### config.mk
export PLATFORM = sky130hd
export DESIGN_NAME = param_universal_shift_register
export DESIGN_NICKNAME = d
export VERILOG_FILES = /design/src/rtl/usr_pkg.sv /design/src/rtl/usr_burst_ctrl.sv /design/src/rtl/param_universal_shift_register.sv
export SDC_FILE = /design/constraint.sdc
export NUM_CORES = 1
export LEC_CHECK = 0
export BUFFER_PORTS_ARGS = -buffer_cell sky130_fd_sc_hd__buf_2
export CAP_MARGIN = 20
export CORE_UTILIZATION = 55
export CTS_CLUSTER_SIZE = 28
export DETAILED_ROUTE_END_ITERATION = 8
export GPL_TIMING_DRIVEN = 0
export PLACE_DENSITY = 0.83
export SLEW_MARGIN = 20
export SYNTH_ARGS = -nofsm -noshare
export SYNTH_HDL_FRONTEND = slang
export SYNTH_SLANG_ARGS = --single-unit
### constraint.sdc
create_clock -name clk -period 3.9 [get_ports clk]
set_input_delay 0.195 -clock clk [delete_from_list [all_inputs] [get_ports clk]]
set_output_delay 0.195 -clock clk [all_outputs]
set_load 0.05 [all_outputs]
### src/rtl/usr_pkg.sv
`default_nettype none
// +--------------------------------------------------------------------------+
// | Module  : usr_pkg                                                        |
// | Purpose : Shared types and helpers for param_universal_shift_register.   |
// |           - usr_op_t    : the eight operation codes carried on ctrl      |
// |           - usr_state_t : burst engine states                            |
// |           - usr_burst_ok: which ops may be repeated as a burst           |
// |           - usr_next    : next register value for one operation step     |
// | Ports   : none (package)                                                 |
// | Rev     : 1.0  initial parametrised release                              |
// +--------------------------------------------------------------------------+
package usr_pkg;

  // Widest register usr_next can handle. Callers zero-extend their operands
  // to this width and truncate the result back to their own WIDTH.
  localparam int USR_MAX_W = 64;

  typedef enum logic [2:0] {
    OP_HOLD = 3'b000,
    OP_SHR  = 3'b001,
    OP_SHL  = 3'b010,
    OP_LOAD = 3'b011,
    OP_ROR  = 3'b100,
    OP_ROL  = 3'b101,
    OP_ASR  = 3'b110,
    OP_CLR  = 3'b111
  } usr_op_t;

  typedef enum logic [0:0] {
    ST_IDLE  = 1'b0,
    ST_BURST = 1'b1
  } usr_state_t;

  // Only ops that move bits are worth repeating; hold, load and clear
  // would give the same result after one step.
  function automatic logic usr_burst_ok(input usr_op_t op);
    logic ok;
    case (op)
      OP_SHR, OP_SHL, OP_ROR, OP_ROL, OP_ASR: ok = 1'b1;
      default:                                ok = 1'b0;
    endcase
    return ok;
  endfunction

  // Next register value after one step of 'op' on a register whose live
  // width is 'width' (2..USR_MAX_W). Bits at and above 'width' come back 0
  // provided the inputs were zero-extended. 'width' is a constant at every
  // call site, so the loops collapse to plain wiring in synthesis.
  function automatic logic [USR_MAX_W-1:0] usr_next(
    input usr_op_t              op,
    input logic [USR_MAX_W-1:0] value,
    input logic                 sil,
    input logic                 sir,
    input logic [USR_MAX_W-1:0] load_value,
    input int                   width
  );
    logic [USR_MAX_W-1:0] nxt;
    logic [USR_MAX_W-1:0] shifted_dn;  // value moved one place toward bit 0
    logic [USR_MAX_W-1:0] shifted_up;  // value moved one place toward the MSB
    logic [USR_MAX_W-1:0] top_bit;     // one-hot mask of the live MSB
    logic                 msb;
    logic                 lsb;

    lsb        = value[0];
    msb        = 1'b0;
    top_bit    = '0;
    shifted_dn = '0;
    shifted_up = '0;

    for (int i = 0; i < USR_MAX_W; i++) begin
      if (i == width - 1) begin
        msb        = value[i];
        top_bit[i] = 1'b1;
      end
    end

    for (int i = 0; i < USR_MAX_W - 1; i++) begin
      if (i < width - 1) shifted_dn[i] = value[i+1];
    end

    for (int i = 1; i < USR_MAX_W; i++) begin
      if (i < width) shifted_up[i] = value[i-1];
    end

    case (op)
      OP_HOLD: nxt = value;
      OP_SHR:  nxt = shifted_dn | (sil ? top_bit : '0);
      OP_SHL: begin
        nxt    = shifted_up;
        nxt[0] = sir;
      end
      OP_LOAD: nxt = load_value;
      OP_ROR:  nxt = shifted_dn | (lsb ? top_bit : '0);
      OP_ROL: begin
        nxt    = shifted_up;
        nxt[0] = msb;
      end
      OP_ASR:  nxt = shifted_dn | (msb ? top_bit : '0);
      OP_CLR:  nxt = '0;
      default: nxt = value;
    endcase
    return nxt;
  endfunction

endpackage : usr_pkg
`default_nettype wire

### src/rtl/usr_burst_ctrl.sv
`default_nettype none
// +--------------------------------------------------------------------------+
// | Module  : usr_burst_ctrl                                                 |
// | Purpose : IDLE/BURST sequencer that repeats one shift/rotate op for a    |
// |           programmed number of clock edges.                              |
// | Ports   : clk, reset     - clock, asynchronous active-high reset         |
// |           ctrl           - op requested by the master this cycle         |
// |           burst_start    - request a burst of ctrl                       |
// |           burst_len      - number of steps, valid range 1..WIDTH         |
// |           op_eff         - op the datapath must execute at next edge     |
// |           busy           - registered, high while in BURST               |
// |           done           - registered one-cycle pulse after last step    |
// | Rev     : 1.0  initial parametrised release                              |
// +--------------------------------------------------------------------------+
module usr_burst_ctrl
  import usr_pkg::*;
#(
  parameter int WIDTH = 8,
  parameter int CNT_W = $clog2(WIDTH + 1)
) (
  input  logic             clk,
  input  logic             reset,
  input  usr_op_t          ctrl,
  input  logic             burst_start,
  input  logic [CNT_W-1:0] burst_len,
  output usr_op_t          op_eff,
  output logic             busy,
  output logic             done
);

  localparam logic [CNT_W-1:0] MAX_LEN = CNT_W'(WIDTH);
  localparam logic [CNT_W-1:0] ONE     = CNT_W'(1);

  usr_state_t       state;
  usr_state_t       next_state;
  logic [CNT_W-1:0] remaining;
  logic [CNT_W-1:0] next_remaining;
  usr_op_t          op_latched;
  usr_op_t          next_op;
  logic             next_done;
  logic             accept;

  // A request that fails any check simply falls through as a single op.
  assign accept = (state == ST_IDLE) && burst_start &&
                  (burst_len != '0) && (burst_len <= MAX_LEN) &&
                  usr_burst_ok(ctrl);

  // Step 1 of a burst runs on the accept edge itself, so while idle the
  // datapath always follows ctrl; the latched op only matters in BURST.
  assign op_eff = (state == ST_BURST) ? op_latched : ctrl;

  always_comb begin
    next_state     = state;
    next_remaining = remaining;
    next_op        = op_latched;
    next_done      = 1'b0;
    case (state)
      ST_IDLE: begin
        if (accept) begin
          next_op        = ctrl;
          next_remaining = burst_len - ONE;
          // A length-1 burst finishes on its accept edge.
          if (burst_len == ONE) next_done  = 1'b1;
          else                  next_state = ST_BURST;
        end
      end
      ST_BURST: begin
        next_remaining = remaining - ONE;
        if (remaining == ONE) begin
          next_state = ST_IDLE;
          next_done  = 1'b1;
        end
      end
      default: next_state = ST_IDLE;
    endcase
  end

  always_ff @(posedge clk or posedge reset) begin
    if (reset) begin
      state      <= ST_IDLE;
      remaining  <= '0;
      op_latched <= OP_HOLD;
      busy       <= 1'b0;
      done       <= 1'b0;
    end else begin
      state      <= next_state;
      remaining  <= next_remaining;
      op_latched <= next_op;
      busy       <= (next_state == ST_BURST);
      done       <= next_done;
    end
  end

endmodule : usr_burst_ctrl
`default_nettype wire

### src/rtl/param_universal_shift_register.sv
`default_nettype none
// +--------------------------------------------------------------------------+
// | Module  : param_universal_shift_register                                 |
// | Purpose : WIDTH-bit universal shift register (hold, shift L/R, rotate    |
// |           L/R, arithmetic shift right, load, clear) with a burst engine  |
// |           that repeats a shift/rotate for up to WIDTH edges.             |
// | Params  : WIDTH - register width, 2..usr_pkg::USR_MAX_W                  |
// |           CNT_W - burst length width, derived from WIDTH                 |
// | Ports   : clk, reset          - clock, asynchronous active-high reset    |
// |           ctrl                - op select (usr_op_t encoding)            |
// |           serial_in_left      - bit entering the MSB on shift right      |
// |           serial_in_right     - bit entering the LSB on shift left       |
// |           parallel_in         - load value                               |
// |           burst_start         - request a burst of ctrl                  |
// |           burst_len           - burst step count, 1..WIDTH accepted      |
// |           out                 - register contents                        |
// |           serial_out_right    - out[0]                                   |
// |           serial_out_left     - out[WIDTH-1]                             |
// |           busy                - burst in progress, ctrl ignored          |
// |           done                - one-cycle pulse after final burst step   |
// | Rev     : 1.0  initial parametrised release                              |
// +--------------------------------------------------------------------------+
module param_universal_shift_register
  import usr_pkg::*;
#(
  parameter  int WIDTH = 8,
  localparam int CNT_W = $clog2(WIDTH + 1)
) (
  input  logic             clk,
  input  logic             reset,
  input  logic [2:0]       ctrl,
  input  logic             serial_in_left,
  input  logic             serial_in_right,
  input  logic [WIDTH-1:0] parallel_in,
  input  logic             burst_start,
  input  logic [CNT_W-1:0] burst_len,
  output logic [WIDTH-1:0] out,
  output logic             serial_out_right,
  output logic             serial_out_left,
  output logic             busy,
  output logic             done
);

  usr_op_t          op_eff;
  logic [WIDTH-1:0] next_value;

  usr_burst_ctrl #(
    .WIDTH (WIDTH),
    .CNT_W (CNT_W)
  ) u_burst_ctrl (
    .clk         (clk),
    .reset       (reset),
    .ctrl        (usr_op_t'(ctrl)),
    .burst_start (burst_start),
    .burst_len   (burst_len),
    .op_eff      (op_eff),
    .busy        (busy),
    .done        (done)
  );

  // Operands are widened to the package width and the result narrowed back;
  // the function leaves everything above WIDTH at zero.
  assign next_value = WIDTH'(usr_next(op_eff,
                                      USR_MAX_W'(out),
                                      serial_in_left,
                                      serial_in_right,
                                      USR_MAX_W'(parallel_in),
                                      WIDTH));

  always_ff @(posedge clk or posedge reset) begin
    if (reset) out <= '0;
    else       out <= next_value;
  end

  assign serial_out_right = out[0];
  assign serial_out_left  = out[WIDTH-1];

endmodule : param_universal_shift_register
`default_nettype wire

# After elaboration in Yosys (flattened, before gate mapping)
# Index checks and enable logic that the tools add are counted.
# totals
out_inout_bits	12
input_bits	20
reg_bits	17
elab_cells	51
# classes
reduce_logical	8
add_sub_neg	2
bitwise	4
order_cmp	1
n_mux	16
eq_ne	15
# ops
operator	n
$pmux 8 s8	1
$mux 8	3
$or 7x8->8	3
$eq 3x3->1 const B	7
$eq 3x2->1 const B	3
$eq 4x1->1 const B	2
$pmux 4 s2	1
$sub 4x1->4 const B	2
$mux 1	7
$eq 3x1->1 const B	2
$reduce_or 5->1	1
$le 4x4->1 const B	1
$logic_and 1x1->1	4
$mux 4	1
$pmux 1 s2	2
$reduce_bool 4->1	1
$logic_not 3->1	1
$mux 3	1
$ne 2x1->1 const B	1
$reduce_and 2->1	1
$not 1->1	1

# Depth between registers and ports, before layout
# Gate-level depths: netlist (run 1).
# depth
ltp_word	7
mapped_depth	6
mapped_depth_nobuf	6

# By module
# From an unflattened synthesis (run 1), not the netlist that was laid out.
# hier_totals
hier_cells	127
area_unflattened_um2	1249.9
# modules_own_cells
mod	area_each_um2	n_inst	cells_each	seq_area_each_um2
usr_burst_ctrl	626.9	1	61	225.2
param_universal_shift_register	623.1	1	66	200.2

# Least setup slack after synthesis (run 1)
# OpenSTA, ideal clock, no wires.
# synth_timing
path_type	flip-flop to flip-flop
from	register, netlist name u_burst_ctrl.busy
to	register out[0]
t_required_ns	3.761
setup_slack_ns	2.033
stages_incl_launch_ff	6
period_less_slack_ns	1.867
setup_ns	0.139
path_buffers	1
arrival_ns	1.728
cell_sequence	dfrtp_1 buf_6 mux2_4 mux2_4 a22oi_2 o221ai_1
# synth_lines
element	line	rtl
end signal, assigned	param_universal_shift_register.sv:72	else out <= next_value;
end, declared	param_universal_shift_register.sv:37	output logic [WIDTH-1:0] out,

==> results of run 1 <==
[metrics by stage]
| step | hold WS [ps] | area, um2 | power, mW | std cells | setup slack, ps |
|---|---|---|---|---|---|
| after floorplan | 121 | 1220 | 1.12 | 118 | 2030 |
| after global placement | 309 | 1410 | 1.27 | 176 | 2260 |
| after detailed placement | 323 | 1410 | 1.30 | 176 | 2240 |
| after CTS | 186 | 1450 | 1.40 | 181 | 2230 |
| after global routing | 203 | 1450 | 1.49 | 181 | 2160 |
| final | 196 | 1450 | 1.40 | 181 | 2230 |
[repair_timing]
| item | CTS | global route |
|---|---|---|
| setup endpoints to repair | 0 | 0 |
| hold buffers | 1 | 0 |
| hold endpoints to repair | 17 | 0 |
| buffers inserted | 0 | 0 |
[power breakdown]
| part | switching, mW | internal [mW] |
|---|---|---|
| registers | 0.102 | 0.269 |
| clock network | 0.0606 | 0.0383 |
| logic | 0.552 | 0.381 |
| total | 0.715 | 0.688 |
[Yosys cell counts (2+ instances only)]
master | count | share of area (%)
dfrtp_1 | 17 | 35
nand2_1 | 14 | 4.3
o221a_1 | 7 | 6.5
a2bb2oi_1 | 6 | 4.3
nor2_1 | 6 | 1.8
inv_1 | 5 | 1.5
nor3_1 | 5 | 2.1
ha_1 | 4 | 4.1
mux2_1 | 3 | 2.8
mux2_4 | 3 | 3.7
nand2b_1 | 3 | 1.5
xor2_1 | 3 | 2.2
a21oi_1 | 2 | 0.82
a21oi_2 | 2 | 1.4
a32oi_1 | 2 | 1.4
and3_1 | 2 | 1.0
buf_4 | 2 | 1.2
buf_6 | 2 | 1.8
mux2i_4 | 2 | 3.7
nand3_1 | 2 | 0.82
o21ai_0 | 2 | 0.82
o31ai_1 | 2 | 1.2
xnor2_1 | 2 | 1.4
[critical path: cells and delay by family (launching register included)]
| family | cells | cell delay (ps) |
|---|---|---|
| mux | 1 | 340 |
| buf+inv | 1 | 190 |
| compound gates | 2 | 360 |
| simple gates | 1 | 260 |
| flops | 1 | 410 |
[registers in the layout, indices dropped and copies added, names as in the netlist]
register                 cells
out                          8
u_burst_ctrl.busy            1
u_burst_ctrl.done            1
u_burst_ctrl.op_latched      3
u_burst_ctrl.remaining       4
[cell usage in the layout, fill, tap and decap left out, drive strengths merged, types with 4 or more instances in the layout]
cell and n:
o221a 7, inv 5, nor3 6, ha 4, mux2 7, dfrtp 17
clkbuf 4, nand2 15, nor2 6, a2bb2oi 6, a21oi 4, buf 35
[routing by layer]
metal	GRT usage [%]	wire, um	vias to the layer above
li1	-	-	519
met2	40.9	1310	45
met3	2.80	147	8
met1	29.9	1140	511
met4	11.8	61	0
met5	0	0	-
[path summary, 6_finish.rpt]
path	endpoint	slack, ps	cells past startpoint
worst min register to register	u_burst_ctrl.op_latched[1]$_DFFE_PP0P_	580	1
worst min-delay path	u_burst_ctrl.op_latched[0]$_DFFE_PP0P_	200	2
worst max register to register	out[4]$_DFFE_PP0P_	2230	5
max in group asynchronous	out[0]$_DFFE_PP0P_	2950	3
worst max-delay path	out[4]$_DFFE_PP0P_	2230	5
min in group asynchronous	u_burst_ctrl.remaining[1]$_DFFE_PP0P_	520	3
[cell families (layout without fill, tap and decap cells)]
logic type | count (synthesis) | in the layout | share of synthesized area [%]
flip-flops | 17 | 17 | 34.9
multiplexers | 10 | 10 | 12.2
AND/OR/NAND/NOR | 40 | 40 | 16.9
AO/OA/AOI/OAI | 32 | 32 | 23.3
adder cells (fa/ha/maj) | 4 | 4 | 4.11
XOR/XNOR | 5 | 5 | 3.59
buffers and inverters | 10 | 46 | 4.93
[cell type report]
class / count / area share, %
clock buffers: 3 / 1.56
well taps: 27 / 2.34
repair buffers: 32 / 11.4
plain buffers: 5 / 2.86
flip-flops and latches: 17 / 29.4
clock inverters: 1 / 0.346
inverters: 5 / 1.30
multi-input cells: 91 / 50.7
==> results.py, run 1 <==
metrics = {
    "status": {
        "status": "finished clean",
    },
    "logic_synthesis": {
        "synth-seq-area-share_pct": 34.9,
        "postSynth.asyncResetShare_pct": 100,
        "yosys_most_used_dff": "dfrtp_1",
        "syn_inst": 118,
        "synth_edf_count": 0,
        "synthDistinctLibCells": 43,
        "syn_nets": 142,
        "yosys_register_bits": 17,
        "syn_avg_cell_area_um2": 10.3,
        "synth_area_mm2": 0.00122,
        "yosysWarnings": 0,
    },
    "placement": {
        "place_congestion": 0.847,
        "io_buffers": 31,
        "dpl.hpwl_um": 2060,
    },
    "clock_network": {
        "cts_resized": 0,
        "path_clk_slew_ps": 110,
        "worst_skew_pair.late_latency_ps": 300,
        "cts-root-buf": "clkbuf_4",
        "cts.sink_count": 17,
        "h-tree-depth": 1,
        "cts_tree": "yes",
        "numCtsBuffers": 3,
        "cts_buffer_depth": 2,
    },
    "die": {
        "initial_utilization_pct": 60.3,
        "dieArea_mm2": 0.00241,
        "floorplan.die.width_um": 49.1,
        "die_y_um": 49.1,
        "io_pins": 32,
        "core_region_area_mm2": 0.00202,
        "row_count": 16,
    },
    "timing": {
        "hold_viol": 0,
        "setup_viol": 0,
        "rsz0062_at_grt": "false",
        "post-route-period-util_pct": 42.8,
        "fmax_ghz": 0.599,
        "slew_headroom_pct": 55.5,
        "slew_violations": 0,
        "fin_crit_ps": 1670,
        "fin_tns_setup_ps": 0,
        "skew_ps": 6.45,
        "tightest_slew_ps": 667,
    },
    "global_routing": {
        "grt_pass1_wl_um": 4440,
        "grt-ovfl-total": 0,
        "grt_max_degree": 18,
        "grt_usage_pct": 24.0,
        "grt_pass1_vias": 1024,
        "antenna_found_initial": 0,
    },
    "worst_setup_path": {
        "cp_slowest_cell": "dfrtp_1",
        "endpoint_kind": "register",
        "crit_type": "reg2reg",
        "timing.rr.start": "u_burst_ctrl.busy$_DFF_PP0_",
        "worst_ep_arrival_time_ps": 1860,
        "start_kind": "register",
        "crit_fanout": 10,
        "cp.required_ps": 4100,
        "path_cells": "buf_6 > mux2i_2 > nand3_1 > a2bb2oi_1 > o221a_1",
        "max_stage_delay_ps": 410,
        "crit_start": "u_burst_ctrl.busy$_DFF_PP0_",
    },
    "cells_and_area": {
        "fillCellCount": 174,
        "syn_to_final_growth_pct": 18.6,
        "nNetsFinal": 179,
        "final_util_pct": 71.5,
        "register_area_um2": 425,
        "multiInputGateArea_um2": 733,
        "drive_gt1_share_pct": 35.7,
        "n_antenna_cell": 0,
    },
    "detailed_routing": {
        "wl_per_cell_um": 14.7,
        "viasPerCell": 5.98,
        "drt_iter0_drc": 23,
        "drt-total-wl_um": 2660,
        "ant_nets": 0,
        "post-route-drc-count": 0,
        "firstDrtPassIters": 4,
        "vias": 1083,
    },
    "worst_hold_path": {
        "min_path_type": "in2reg",
        "min_from": "ctrl[0]",
    },
    "power": {
        "p_leak_nw": 0.644,
        "powerDensity_mw_per_mm2": 971,
        "peakVddDrop_uv": 604,
    },
    "flow_run": {
        "cap_violations": 0,
    },
}
No activity file was read; power rests on OpenSTA's default activity.
==> inputs of run 2 (changes only) <==
- ABC_AREA: default -> 1
- CORE_UTILIZATION: 55 -> 53
- PLACE_DENSITY: 0.83 -> 0.79
- clock period: 3.9 -> 1.6 ns (I/O delays scaled with it)
==> results.py, run 2 <==
metrics = {
    "status": {
        "status": "finished clean",
    },
    "logic_synthesis": {
        "yosys_register_bits": 17,
        "syn_avg_cell_area_um2": 6.69,
        "postSynth.asyncResetShare_pct": 100,
        "synth_common_cells": "73 x nand2_1, 31 x inv_1, 23 x nand3_1",
        "synth-seq-area-share_pct": 32.6,
        "synth.area.top_cells": "dfrtp_1 33%, nand2_1 21%, inv_1 8.9%",
        "yosysWarnings": 0,
        "yosysTopAreaCell": "dfrtp_1",
        "yosys_most_used_dff": "dfrtp_1",
        "synth_edf_count": 0,
        "syn_nets": 219,
        "synthDistinctLibCells": 24,
        "synth.top_cell.area_share_pct": 32.6,
        "synth_area_mm2": 0.00131,
        "synth_most_common_cell": "nand2_1",
        "syn_inst": 195,
    },
    "worst_setup_path": {
        "crit_type": "reg2reg",
        "critPathMostFrequentCell": "nand2_1",
        "endpoint_kind": "register",
        "worst_ep_arrival_time_ps": 1670,
        "path_cells": "inv_2 > buf_6 > nand2_1 > nand2_1 > nand3_1 > nand2_2 > nand2_1 > nand3_1 > nand2_1 > inv_1",
        "start_kind": "register",
        "cp.required_ps": 1850,
        "cp_slowest_cell": "dfrtp_2",
        "crit_fanout": 10,
        "max_stage_delay_ps": 450,
    },
    "detailed_routing": {
        "drt-total-wl_um": 2810,
        "firstDrtPassIters": 4,
        "post-route-drc-count": 0,
        "vias": 1300,
        "viasPerCell": 5.02,
        "ant_nets": 0,
        "drt_iter0_drc": 37,
        "wl_per_cell_um": 10.8,
    },
    "power": {
        "pwr-share-clk_pct": 7.7,
        "p_leak_nw": 0.945,
        "p_int_mw": 1.40,
        "combPwrFrac_pct": 68.0,
        "p_seq_share_pct": 24.3,
        "p_switching_mw": 1.74,
        "peakVddDrop_uv": 1140,
        "powerDensity_mw_per_mm2": 2050,
        "p_sw_share_pct": 55.4,
    },
    "timing": {
        "skew_ps": 7.16,
        "rsz0062_at_grt": "false",
        "fin_crit_ps": 1410,
        "slew_violations": 0,
        "hold_viol": 0,
        "fmax_ghz": 0.707,
        "setup_viol": 0,
        "slew_headroom_pct": 56.7,
        "fin_tns_setup_ps": 0,
        "tightest_slew_ps": 649,
        "post-route-period-util_pct": 88.4,
    },
    "placement": {
        "dpl.hpwl_um": 2150,
        "place_congestion": 0.856,
        "detailed_place.area_mm2": 0.00150,
        "io_buffers": 31,
        "dpl.cell_count": 254,
    },
    "cells_and_area": {
        "fillCellCount": 214,
        "largest_registers": "out x8, u_burst_ctrl.remaining x4, u_burst_ctrl.op_latched x3",
        "mostFrequentLayoutCell": "nand2_1",
        "n_antenna_cell": 0,
        "final_cell_mix": "73 x nand2_1, 32 x buf_2, 31 x inv_1, 23 x nand3_1, 16 x dfrtp_1",
        "drive_gt1_share_pct": 24.2,
        "post-route-cell-area_mm2": 0.00153,
        "syn_to_final_growth_pct": 17.5,
        "largest_register_ffs": 8,
        "top_register": "out",
        "nNetsFinal": 256,
        "finalNonFillerCells": 259,
    },
    "clock_network": {
        "cts_tree": "yes",
        "cts.sink_count": 17,
        "cts_buffer_depth": 2,
        "worst_skew_pair.late_latency_ps": 300,
        "numCtsBuffers": 3,
        "path_clk_slew_ps": 110,
        "h-tree-depth": 1,
        "cts-root-buf": "clkbuf_4",
    },
    "global_routing": {
        "grt_pass1_vias": 1206,
        "grt-ovfl-total": 0,
        "grt_usage_pct": 23.8,
        "antenna_found_initial": 0,
        "grt_max_degree": 18,
        "grt_pass1_wl_um": 4720,
    },
    "die": {
        "io_pins": 32,
        "core_region_area_mm2": 0.00228,
        "die_y_um": 51.6,
        "initial_utilization_pct": 57.3,
        "floorplan.die.width_um": 51.6,
        "row_count": 17,
        "dieArea_mm2": 0.00266,
    },
    "worst_hold_path": {
        "min_path_type": "in2reg",
    },
    "flow_run": {
        "cap_violations": 0,
    },
}
==> run 2: layout make-up <==
cell class / count / area (um2) / share of cell area (%)
clock inverters: 1 / 5.00 / 0.326
inverters: 33 / 124 / 8.08
well taps: 28 / 35.0 / 2.28
multi-input cells: 139 / 702 / 45.8
clock buffers: 3 / 22.5 / 1.47
flip-flops and latches: 17 / 427 / 27.8
plain buffers: 6 / 53.8 / 3.51
repair buffers: 32 / 165 / 10.8
==> run 2: path summary, 6_finish.rpt <==
path	startpoint	end	slack, ps	cells past startpoint
setup / recovery	u_burst_ctrl.busy$_DFF_PP0_	out[4]$_DFFE_PP0P_	190	10
hold / removal	parallel_in[1]	out[1]$_DFFE_PP0P_	70	5
setup reg to reg	u_burst_ctrl.busy$_DFF_PP0_	out[4]$_DFFE_PP0P_	190	10
hold reg to reg	u_burst_ctrl.op_latched[1]$_DFFE_PP0P_	u_burst_ctrl.op_latched[1]$_DFFE_PP0P_	520	2
max in group asynchronous	reset	u_burst_ctrl.busy$_DFF_PP0_	740	3
min in group asynchronous	reset	out[5]$_DFFE_PP0P_	390	3
==> run 2: through the flow <==
step / worst slack [ps] / hold slack, ps / utilization (%) / power [mW]
4_1_cts: 161 / 70.4 / 67.3 / 3.16
3_5_place_dp: 184 / 198 / 65.7 / 2.90
5_1_grt: 22.1 / 110 / 67.4 / 3.42
3_3_place_gp: 225 / 187 / 65.7 / 2.83
6_report: 186 / 71.1 / 67.4 / 3.14
2_1_floorplan: 7.66 / 6.07 / - / 2.47
==> run 2: per-layer routing <==
| metal | track usage (%) | wire (um) | vias up |
|---|---|---|---|
| met5 | 0 | 0 | - |
| met2 | 41.6 | 1370 | 40 |
| met1 | 29.8 | 1260 | 585 |
| li1 | - | - | 670 |
| met4 | 9.91 | 45 | 0 |
| met3 | 2.34 | 135 | 5 |
==> run 2: kinds of logic (layout without fill, tap and decap cells) <==
family	after synthesis	in the layout	share of synthesized area (%)
adders and majority gates	4	4	3.84
DFF	17	17	32.6
AOI/OAI and AO/OA	10	10	4.79
and+or+nand+nor	122	122	43.0
xor gates and xnor gates	2	2	1.34
buffers and inverters	39	75	13.6
muxes	1	1	0.767
==> run 2: what timing repair did <==
action,in CTS,in global routing
hold buffers,1,0
buffers inserted,0,0
endpoints found under the hold margin,17,0
resized for setup,0,1
endpoints found under the setup margin,0,1
==> run 2: power groups by stage <==
| stage | combinational, mW | sequential [mW] | clock (mW) |
|---|---|---|---|
| floorplan | 1.42 | 1.05 | 0 |
| global placement | 2.06 | 0.761 | 0 |
| detailed placement | 2.13 | 0.770 | 0 |
| CTS | 2.15 | 0.762 | 0.247 |
| global route | 2.38 | 0.789 | 0.253 |
| finish | 2.14 | 0.764 | 0.241 |
==> run 2: critical path: cells and delay by family (launching register included) <==
| kind | cells | cell delay [ps] |
|---|---|---|
| buffers and inverters | 3 | 310 |
| DFF | 1 | 450 |
| and+or+nand+nor | 7 | 610 |
